==> src/rtl/request_unit_if.sv <==
// rtl/request_unit_if.sv - control/memory-side signal bundle for request_unit
interface request_unit_if;
  logic [31:0] imemload;
  logic        ihit;
  logic        dhit;
  logic        dREN;
  logic        dWEN;
  logic        halt;
  logic [31:0] instruction;
  logic        imemREN;
  logic        dmemREN;
  logic        dmemWEN;
  logic        pc_en;
  logic        halted;
  logic [31:0] retired;
  logic        timeout_err;

  modport slave (
    input  imemload, ihit, dhit, dREN, dWEN, halt,
    output instruction, imemREN, dmemREN, dmemWEN, pc_en, halted, retired, timeout_err
  );

  modport master (
    output imemload, ihit, dhit, dREN, dWEN, halt,
    input  instruction, imemREN, dmemREN, dmemWEN, pc_en, halted, retired, timeout_err
  );
endinterface

==> src/rtl/request_unit.sv <==
// rtl/request_unit.sv - fetch/data request sequencer; optional hit watchdog under REQ_TIMEOUT_EN
module request_unit #(
  parameter int TIMEOUT = 255
) (
  input  logic          CLK,
  input  logic          RST,
  request_unit_if.slave ruif
);

  typedef enum logic [1:0] {FETCH, EXEC, DATA, HALT} state_t;

  state_t      r_state;
  state_t      w_next;
  logic [31:0] r_instruction;
  logic [31:0] r_retired;
  logic        r_store;
  logic        w_pc_en;
  logic        w_is_mem;
  logic        w_trip;

  assign w_is_mem = ruif.dREN | ruif.dWEN;

`ifdef REQ_TIMEOUT_EN
  logic [7:0] r_wait_cnt;
  logic [7:0] w_wait_inc;
  logic       r_timeout_err;
  logic       w_waiting;

  // Counter is zero whenever not stalled, so it is clear on every entry to FETCH or DATA.
  assign w_waiting  = ((r_state == FETCH) && !ruif.ihit) || ((r_state == DATA) && !ruif.dhit);
  assign w_wait_inc = r_wait_cnt + 8'd1;
  assign w_trip     = w_waiting && (w_wait_inc == TIMEOUT[7:0]);

  always_ff @(posedge CLK) begin
    if (RST) begin
      r_wait_cnt    <= 8'd0;
      r_timeout_err <= 1'b0;
    end else begin
      r_wait_cnt <= w_waiting ? w_wait_inc : 8'd0;
      if (w_trip) r_timeout_err <= 1'b1;
    end
  end

  assign ruif.timeout_err = r_timeout_err;
`else
  assign w_trip           = 1'b0;
  assign ruif.timeout_err = 1'b0;
`endif

  always_comb begin
    w_next  = r_state;
    w_pc_en = 1'b0;
    case (r_state)
      FETCH: begin
        if (ruif.ihit)  w_next = EXEC;
        else if (w_trip) w_next = HALT;
      end
      EXEC: begin
        if (ruif.halt) begin
          w_next = HALT;
        end else if (w_is_mem) begin
          w_next = DATA;
        end else begin
          w_pc_en = 1'b1;
          w_next  = FETCH;
        end
      end
      DATA: begin
        if (ruif.dhit) begin
          w_pc_en = 1'b1;
          w_next  = FETCH;
        end else if (w_trip) begin
          w_next = HALT;
        end
      end
      HALT:    w_next = HALT;
      default: w_next = FETCH;
    endcase
    if (RST) w_pc_en = 1'b0;
  end

  always_ff @(posedge CLK) begin
    if (RST) begin
      r_state       <= FETCH;
      r_instruction <= 32'd0;
      r_retired     <= 32'd0;
      r_store       <= 1'b0;
    end else begin
      r_state <= w_next;
      if ((r_state == FETCH) && ruif.ihit) r_instruction <= ruif.imemload;
      // Store wins when the decode flags both directions.
      if ((r_state == EXEC) && !ruif.halt && w_is_mem) r_store <= ruif.dWEN;
      if (w_pc_en) r_retired <= r_retired + 32'd1;
    end
  end

  assign ruif.imemREN     = !RST && (r_state == FETCH);
  assign ruif.dmemREN     = !RST && (r_state == DATA) && !r_store;
  assign ruif.dmemWEN     = !RST && (r_state == DATA) && r_store;
  assign ruif.pc_en       = w_pc_en;
  assign ruif.halted      = (r_state == HALT);
  assign ruif.instruction = r_instruction;
  assign ruif.retired     = r_retired;

endmodule

==> src/flat_wrapper.sv <==
// flat-port wrapper written by rule: the top's interface ports become plain ports
module request_unit_flat 
#(
  parameter int TIMEOUT = 255
)
  (CLK, RST, ruif_imemload, ruif_ihit, ruif_dhit, ruif_dREN, ruif_dWEN, ruif_halt, ruif_instruction, ruif_imemREN, ruif_dmemREN, ruif_dmemWEN, ruif_pc_en, ruif_halted, ruif_retired, ruif_timeout_err);
  request_unit_if ruif_i ();
  input  logic CLK;
  input  logic RST;
  input wire logic [$bits(ruif_i.imemload)-1:0] ruif_imemload;
  input wire logic [$bits(ruif_i.ihit)-1:0] ruif_ihit;
  input wire logic [$bits(ruif_i.dhit)-1:0] ruif_dhit;
  input wire logic [$bits(ruif_i.dREN)-1:0] ruif_dREN;
  input wire logic [$bits(ruif_i.dWEN)-1:0] ruif_dWEN;
  input wire logic [$bits(ruif_i.halt)-1:0] ruif_halt;
  output wire logic [$bits(ruif_i.instruction)-1:0] ruif_instruction;
  output wire logic [$bits(ruif_i.imemREN)-1:0] ruif_imemREN;
  output wire logic [$bits(ruif_i.dmemREN)-1:0] ruif_dmemREN;
  output wire logic [$bits(ruif_i.dmemWEN)-1:0] ruif_dmemWEN;
  output wire logic [$bits(ruif_i.pc_en)-1:0] ruif_pc_en;
  output wire logic [$bits(ruif_i.halted)-1:0] ruif_halted;
  output wire logic [$bits(ruif_i.retired)-1:0] ruif_retired;
  output wire logic [$bits(ruif_i.timeout_err)-1:0] ruif_timeout_err;
  assign ruif_i.imemload = ruif_imemload;
  assign ruif_i.ihit = ruif_ihit;
  assign ruif_i.dhit = ruif_dhit;
  assign ruif_i.dREN = ruif_dREN;
  assign ruif_i.dWEN = ruif_dWEN;
  assign ruif_i.halt = ruif_halt;
  assign ruif_instruction = ruif_i.instruction;
  assign ruif_imemREN = ruif_i.imemREN;
  assign ruif_dmemREN = ruif_i.dmemREN;
  assign ruif_dmemWEN = ruif_i.dmemWEN;
  assign ruif_pc_en = ruif_i.pc_en;
  assign ruif_halted = ruif_i.halted;
  assign ruif_retired = ruif_i.retired;
  assign ruif_timeout_err = ruif_i.timeout_err;
  request_unit #(.TIMEOUT(TIMEOUT)) u_core (.CLK(CLK), .RST(RST), .ruif(ruif_i));
endmodule
==> config.mk <==
export PLATFORM = sky130hd
export DESIGN_NAME = request_unit_flat
export DESIGN_NICKNAME = d
export VERILOG_FILES = /design/src/rtl/request_unit_if.sv /design/src/rtl/request_unit.sv /design/src/flat_wrapper.sv
export SDC_FILE = /design/constraint.sdc
export NUM_CORES = 1
export LEC_CHECK = 0
export ABC_AREA = 1
export CORE_MARGIN = 4
export CORE_UTILIZATION = 40
export CTS_BUF_LIST = sky130_fd_sc_hd__clkbuf_2 sky130_fd_sc_hd__clkbuf_4 sky130_fd_sc_hd__clkbuf_8
export CTS_CLUSTER_DIAMETER = 120
export DETAILED_ROUTE_END_ITERATION = 16
export DONT_BUFFER_PORTS = 1
export GPL_TIMING_DRIVEN = 0
export HOLD_SLACK_MARGIN = 0.15
export SYNTH_ARGS = -nofsm -noshare
export SYNTH_HDL_FRONTEND = slang
export SYNTH_SLANG_ARGS = --single-unit
==> constraint.sdc <==
create_clock -name CLK -period 4.2 [get_ports CLK]
set_input_delay 0.42 -clock CLK [delete_from_list [all_inputs] [get_ports CLK]]
set_output_delay 0.42 -clock CLK [all_outputs]
set_load 0.005 [all_outputs]
=== Word-level counts from Yosys, hierarchy flattened ===
Cells that the tools add are included.

* Register bits after elaboration: 67
* Input port bits: 39
* Output and inout bits: 70
* Logic and storage cells: 33

* Add/subtract/negate cells: 1
* Equality and inequality tests: 5
* Multiplexer cells: 10
* Bitwise operators: 1
* Reduce and logical (&&, ||, !) cells: 12

{| class="wikitable"
|+ Operators with widths
! cell !! count
|-
| $add A32 B1 Y32 const B || 1
|-
| $mux W2 || 4
|-
| $pmux W2 S4 || 1
|-
| $logic_and A1 B1 Y1 || 7
|-
| $eq A2 B2 Y1 const B || 2
|-
| $mux W1 || 4
|-
| $ne A2 B2 Y1 const B || 2
|-
| $logic_not A1 Y1 || 3
|-
| $eq A2 B1 Y1 const B || 1
|-
| $logic_not A2 Y1 || 1
|-
| $pmux W1 S2 || 1
|-
| $reduce_and A2 Y1 || 1
|-
| $or A1 B1 Y1 || 1
|}

=== Depth between registers and ports, before layout ===
* Depth in word-level cells: 5
* Gate-level depth with buffers: 12
* Mapped depth without buffers: 12

=== Worst setup path after synthesis ===
No wires, ideal clock.

* Kind: reg-to-output
* From: register u_core.r_state[1]
* To: output ruif_pc_en
* Arrival time: 1168 ps
* Data required time: 3780 ps
* Path slack: 2612 ps
* Cell stages (with the launch flop): 10
* Buffers on the path: 1
* Cell sequence: dfxtp_1 -> inv_1 -> ha_1 -> inv_2 -> nor2_2 -> nand2_2 -> nand2_2 -> nand2_2 -> buf_6 -> nor2_1

* Word-level cells in the longest chain between the ends: 3
* Elaborated cells on any way between the ends: 4
* Classes of those cells: 2 x eq/ne; 2 x mux

{| class="wikitable"
|+ Ends and longest elaborated chain
! element !! line !! text
|-
| from (decl) || request_unit.sv:12 || <nowiki>state_t r_state;</nowiki>
|-
| from (signal assigned) || request_unit.sv:89 || <nowiki>r_state <= w_next;</nowiki>
|-
| $eq A2 B2 Y1 or $eq A2 B1 Y1 (tied branches) || request_unit.sv:53 || <nowiki>case (r_state)</nowiki>
|-
| $pmux W1 S2 * || request_unit.sv:53 ||
|-
| $mux W1 * || request_unit.sv:79 || <nowiki>if (RST) w_pc_en = 1'b0;</nowiki>
|-
| to (decl) || flat_wrapper.sv:20 || <nowiki>output wire logic [$bits(ruif_i.pc_en)-1:0] ruif_pc_en;</nowiki>
|}

Mark *: on every way between the ends. The rest lies on a longest branch, timed or not.

=== Worst setup path in the final report ===
Ends and elaborated chain as after synthesis.

==> results.sh <==
export IMPL_status="finished, final reports clean"
export IMPL_share_comb_of_total_power_pct=12.3
export IMPL_relSlewSlack_pct=64.69
export IMPL_maxSlewViolCount=0
export IMPL_final_nets=522
export IMPL_cts_resized=0
export IMPL_clk_path_buf_depth=2
export IMPL_synth_nets=511
export IMPL_ff_latch_area_um2=1341
export IMPL_final_cell_area_um2=3617
export IMPL_initial_utilization_pct=41.55
export IMPL_clk_latency_ps=340
export IMPL_placed_area_um2=3372
export IMPL_via_count=2926
export IMPL_synth_ff_type="dfxtp_1"
export IMPL_finalWirelength_um=8397
export IMPL_p_sw_uw=431.4
export IMPL_ys_types=31
export IMPL_row_count=32
export IMPL_cts_sinks=67
export IMPL_finalNonFillerCells=585
export IMPL_synth_commonest_cells="nor2_1 (131), nand2_1 (77), dfxtp_1 (67)"
export IMPL_synthTopCellsByArea="dfxtp_1 (41%), nor2_1 (15%), nand2_1 (8.9%)"
export IMPL_critPathMaxStageDelay_ps=340
export IMPL_dp_hpwl_um=6460
export IMPL_fillers=818
export IMPL_cts_setup_buffers=0
export IMPL_p_leak_nw=1.335
export IMPL_hold_path_class="in -> reg"
export IMPL_dieArea_um2=9616
export IMPL_overflow=0
export IMPL_path_max_fanout=10
export IMPL_yosysWarningCount=0
export IMPL_worst_path_max_delay_cell="dfxtp_1"
export IMPL_grt_max_degree=13
export IMPL_synth_edf_count=0
export IMPL_layout_drive_gt1_share_pct=9.317
export IMPL_via_per_inst=5.002
export IMPL_multiInputGateArea_um2=1675
export IMPL_drtPass1Iterations=4
export IMPL_fin_skew_ps=9.095
export IMPL_synth_area_um2=3244
export IMPL_grt_pass1_vias=2779
export IMPL_post_route_period_util_pct=51.59
export IMPL_yosysTopAreaCell="dfxtp_1"
export IMPL_path_class="reg -> out"
export IMPL_startpoint_type="flip-flop"
export IMPL_dieWidth_um=98.06
export IMPL_clock_power_share_pct=41.3
export IMPL_grt_total_usage_pct=17.68
export IMPL_switching_share_pct=27.06
export IMPL_p_seq_share_pct=46.4
export IMPL_drv_cap=0
export IMPL_crit_arrival_ps=1750
export IMPL_path_cells="inv_1 > ha_1 > inv_2 > nor2_2 > nand2_2 > nand2_2 > nand2_2 > buf_6 > nor2_1"
export IMPL_antenna_found_initial=0
export IMPL_rsz0062_at_grt="false"
export IMPL_cp_required_ps=3780
export IMPL_cts_tree="yes"
export IMPL_layout_min_cycle_time_ps=2167
export IMPL_io_pins=109
export IMPL_timing_critical_path_to_type="output pin"
export IMPL_fin_setup_tns_ps=0
export IMPL_port_buffers=0
export IMPL_async_flop_share_pct=0
export IMPL_n_antenna_cell=0
export IMPL_power_per_cell_area_nw_per_um2=440.8
export IMPL_cts_max_level=3
export IMPL_place_inst=569
export IMPL_worstMarginPinSlew_ps=529.7
export IMPL_power_internal_mw=1.163
export IMPL_netlist_area_leader_share_pct=41.34
export IMPL_cts_inserted_buffers=9
export IMPL_grt_pass1_wl_um=13770
export IMPL_ys_seq_elements=67
export IMPL_peakVddDrop_uv=205.2
export IMPL_clk_pin_slew_ps=80
export IMPL_gp_congestion=0.8750
export IMPL_coreArea_um2=7807
export IMPL_cp_common_cell="nand2_2"
export IMPL_wire_per_inst_um=14.35
export IMPL_cts_hold_buf=0
export IMPL_power_mw=1.594
export IMPL_synthToLayoutAreaGrowth_pct=11.49
export IMPL_synthCells=467
export IMPL_drcViolationCount=0
export IMPL_drt_iter0_markers=133
export IMPL_antenna_left=0
export IMPL_cts_root_buf="clkbuf_8"
export IMPL_fmax_mhz=461.5
export IMPL_ys_seq_area_share_pct=41.34
export IMPL_whs_ps=200.3
export IMPL_syn_avg_cell_area_um2=6.947
export IMPL_finalHoldViolations=0
export IMPL_die_h_um=98.06
export IMPL_setup_viol=0
export IMPL_yosysMostFrequentCell="nor2_1"
==> power by group through the flow <==
stage / clock network (mW) / logic [mW] / registers [mW]
final: 0.658 / 0.197 / 0.740
after global routing: 0.702 / 0.228 / 0.747
after CTS: 0.676 / 0.199 / 0.742
after detailed placement: 0 / 0.199 / 0.756
after global placement: 0 / 0.193 / 0.754
after floorplan: 0 / 0.159 / 0.740
==> critical path: cells and delay by family (launching register included) <==
kind | cells | cell delay [ps]
AND/OR/NAND/NOR | 5 | 570
flip-flops | 1 | 340
buffers and inverters | 3 | 320
adder cells (fa/ha/maj) | 1 | 170
==> cells by family after synthesis <==
logic type | Yosys count | synth area share (%)
xor+xnor | 11 | 2.970
flops | 67 | 41.34
buf+inv | 54 | 7.019
fa+ha+maj | 5 | 1.928
other cells | 1 | 0.1156
simple gates | 277 | 37.87
compound gates | 52 | 8.754
==> layout by cell type, fill, tap and decap left out, types with 3 or more instances in the layout <==
master     Yosys  layout
nor2_1       131     131
nand2_1       77      77
dfxtp_1       67      67
o21ai_0       38      38
inv_1         35      35
nand3_1       26      26
nand4_1       13      13
clkbuf_1      11      11
nor2_2         9       9
a21oi_1        9       9
clkbuf_8       0       9
xor2_1         8       8
nor2_4         5       5
ha_1           5       5
nand2_2        4       4
nor3_1         4       4
xnor2_1        3       3
bufinv_16      0       3
==> sequential cells by signal, indices dropped and copies added, names as in the netlist <==
signal / count
u_core.ruif.instruction: 32
u_core.ruif.retired: 32
u_core.r_store: 1
u_core.r_state: 2
==> stage by stage <==
| stage | setup slack [ps] | utilization, % |
|---|---|---|
| 2_1_floorplan | 2612 | - |
| 3_3_place_gp | 2402 | 43.19 |
| 3_5_place_dp | 2395 | 43.19 |
| 4_1_cts | 2004 | 46.33 |
| 5_1_grt | 1904 | 46.33 |
| 6_report | 2033 | 46.33 |
==> final cells by class <==
cell class	count	share of cell area (%)
multi-input combinational	346	46.32
sequential	67	37.08
inverter	36	3.736
clock buffer	10	3.632
tap	102	3.528
clock inverter	6	3.148
buffer	18	2.560
==> per-layer routing <==
| layer | global-route usage, % | vias up | share of wire [%] |
|---|---|---|---|
| met5 | 0 | - | 0 |
| met4 | 7.774 | 0 | 2.2 |
| met3 | 6.286 | 18 | 7.8 |
| met2 | 27.80 | 94 | 46 |
| met1 | 21.81 | 1301 | 44 |
| li1 | - | 1513 | - |
==> final timing paths <==
kind                                from                           to  slack, ps  cells after the start
min                            ruif_dWEN               u_core.r_store        200                      2
min reg2reg  u_core.ruif.instruction[29]  u_core.ruif.instruction[29]        510                      2
max reg2reg            u_core.r_state[0]      u_core.ruif.retired[19]       2400                      7
max                    u_core.r_state[1]                   ruif_pc_en       2030                      9
No activity file was read; power rests on OpenSTA's default activity.
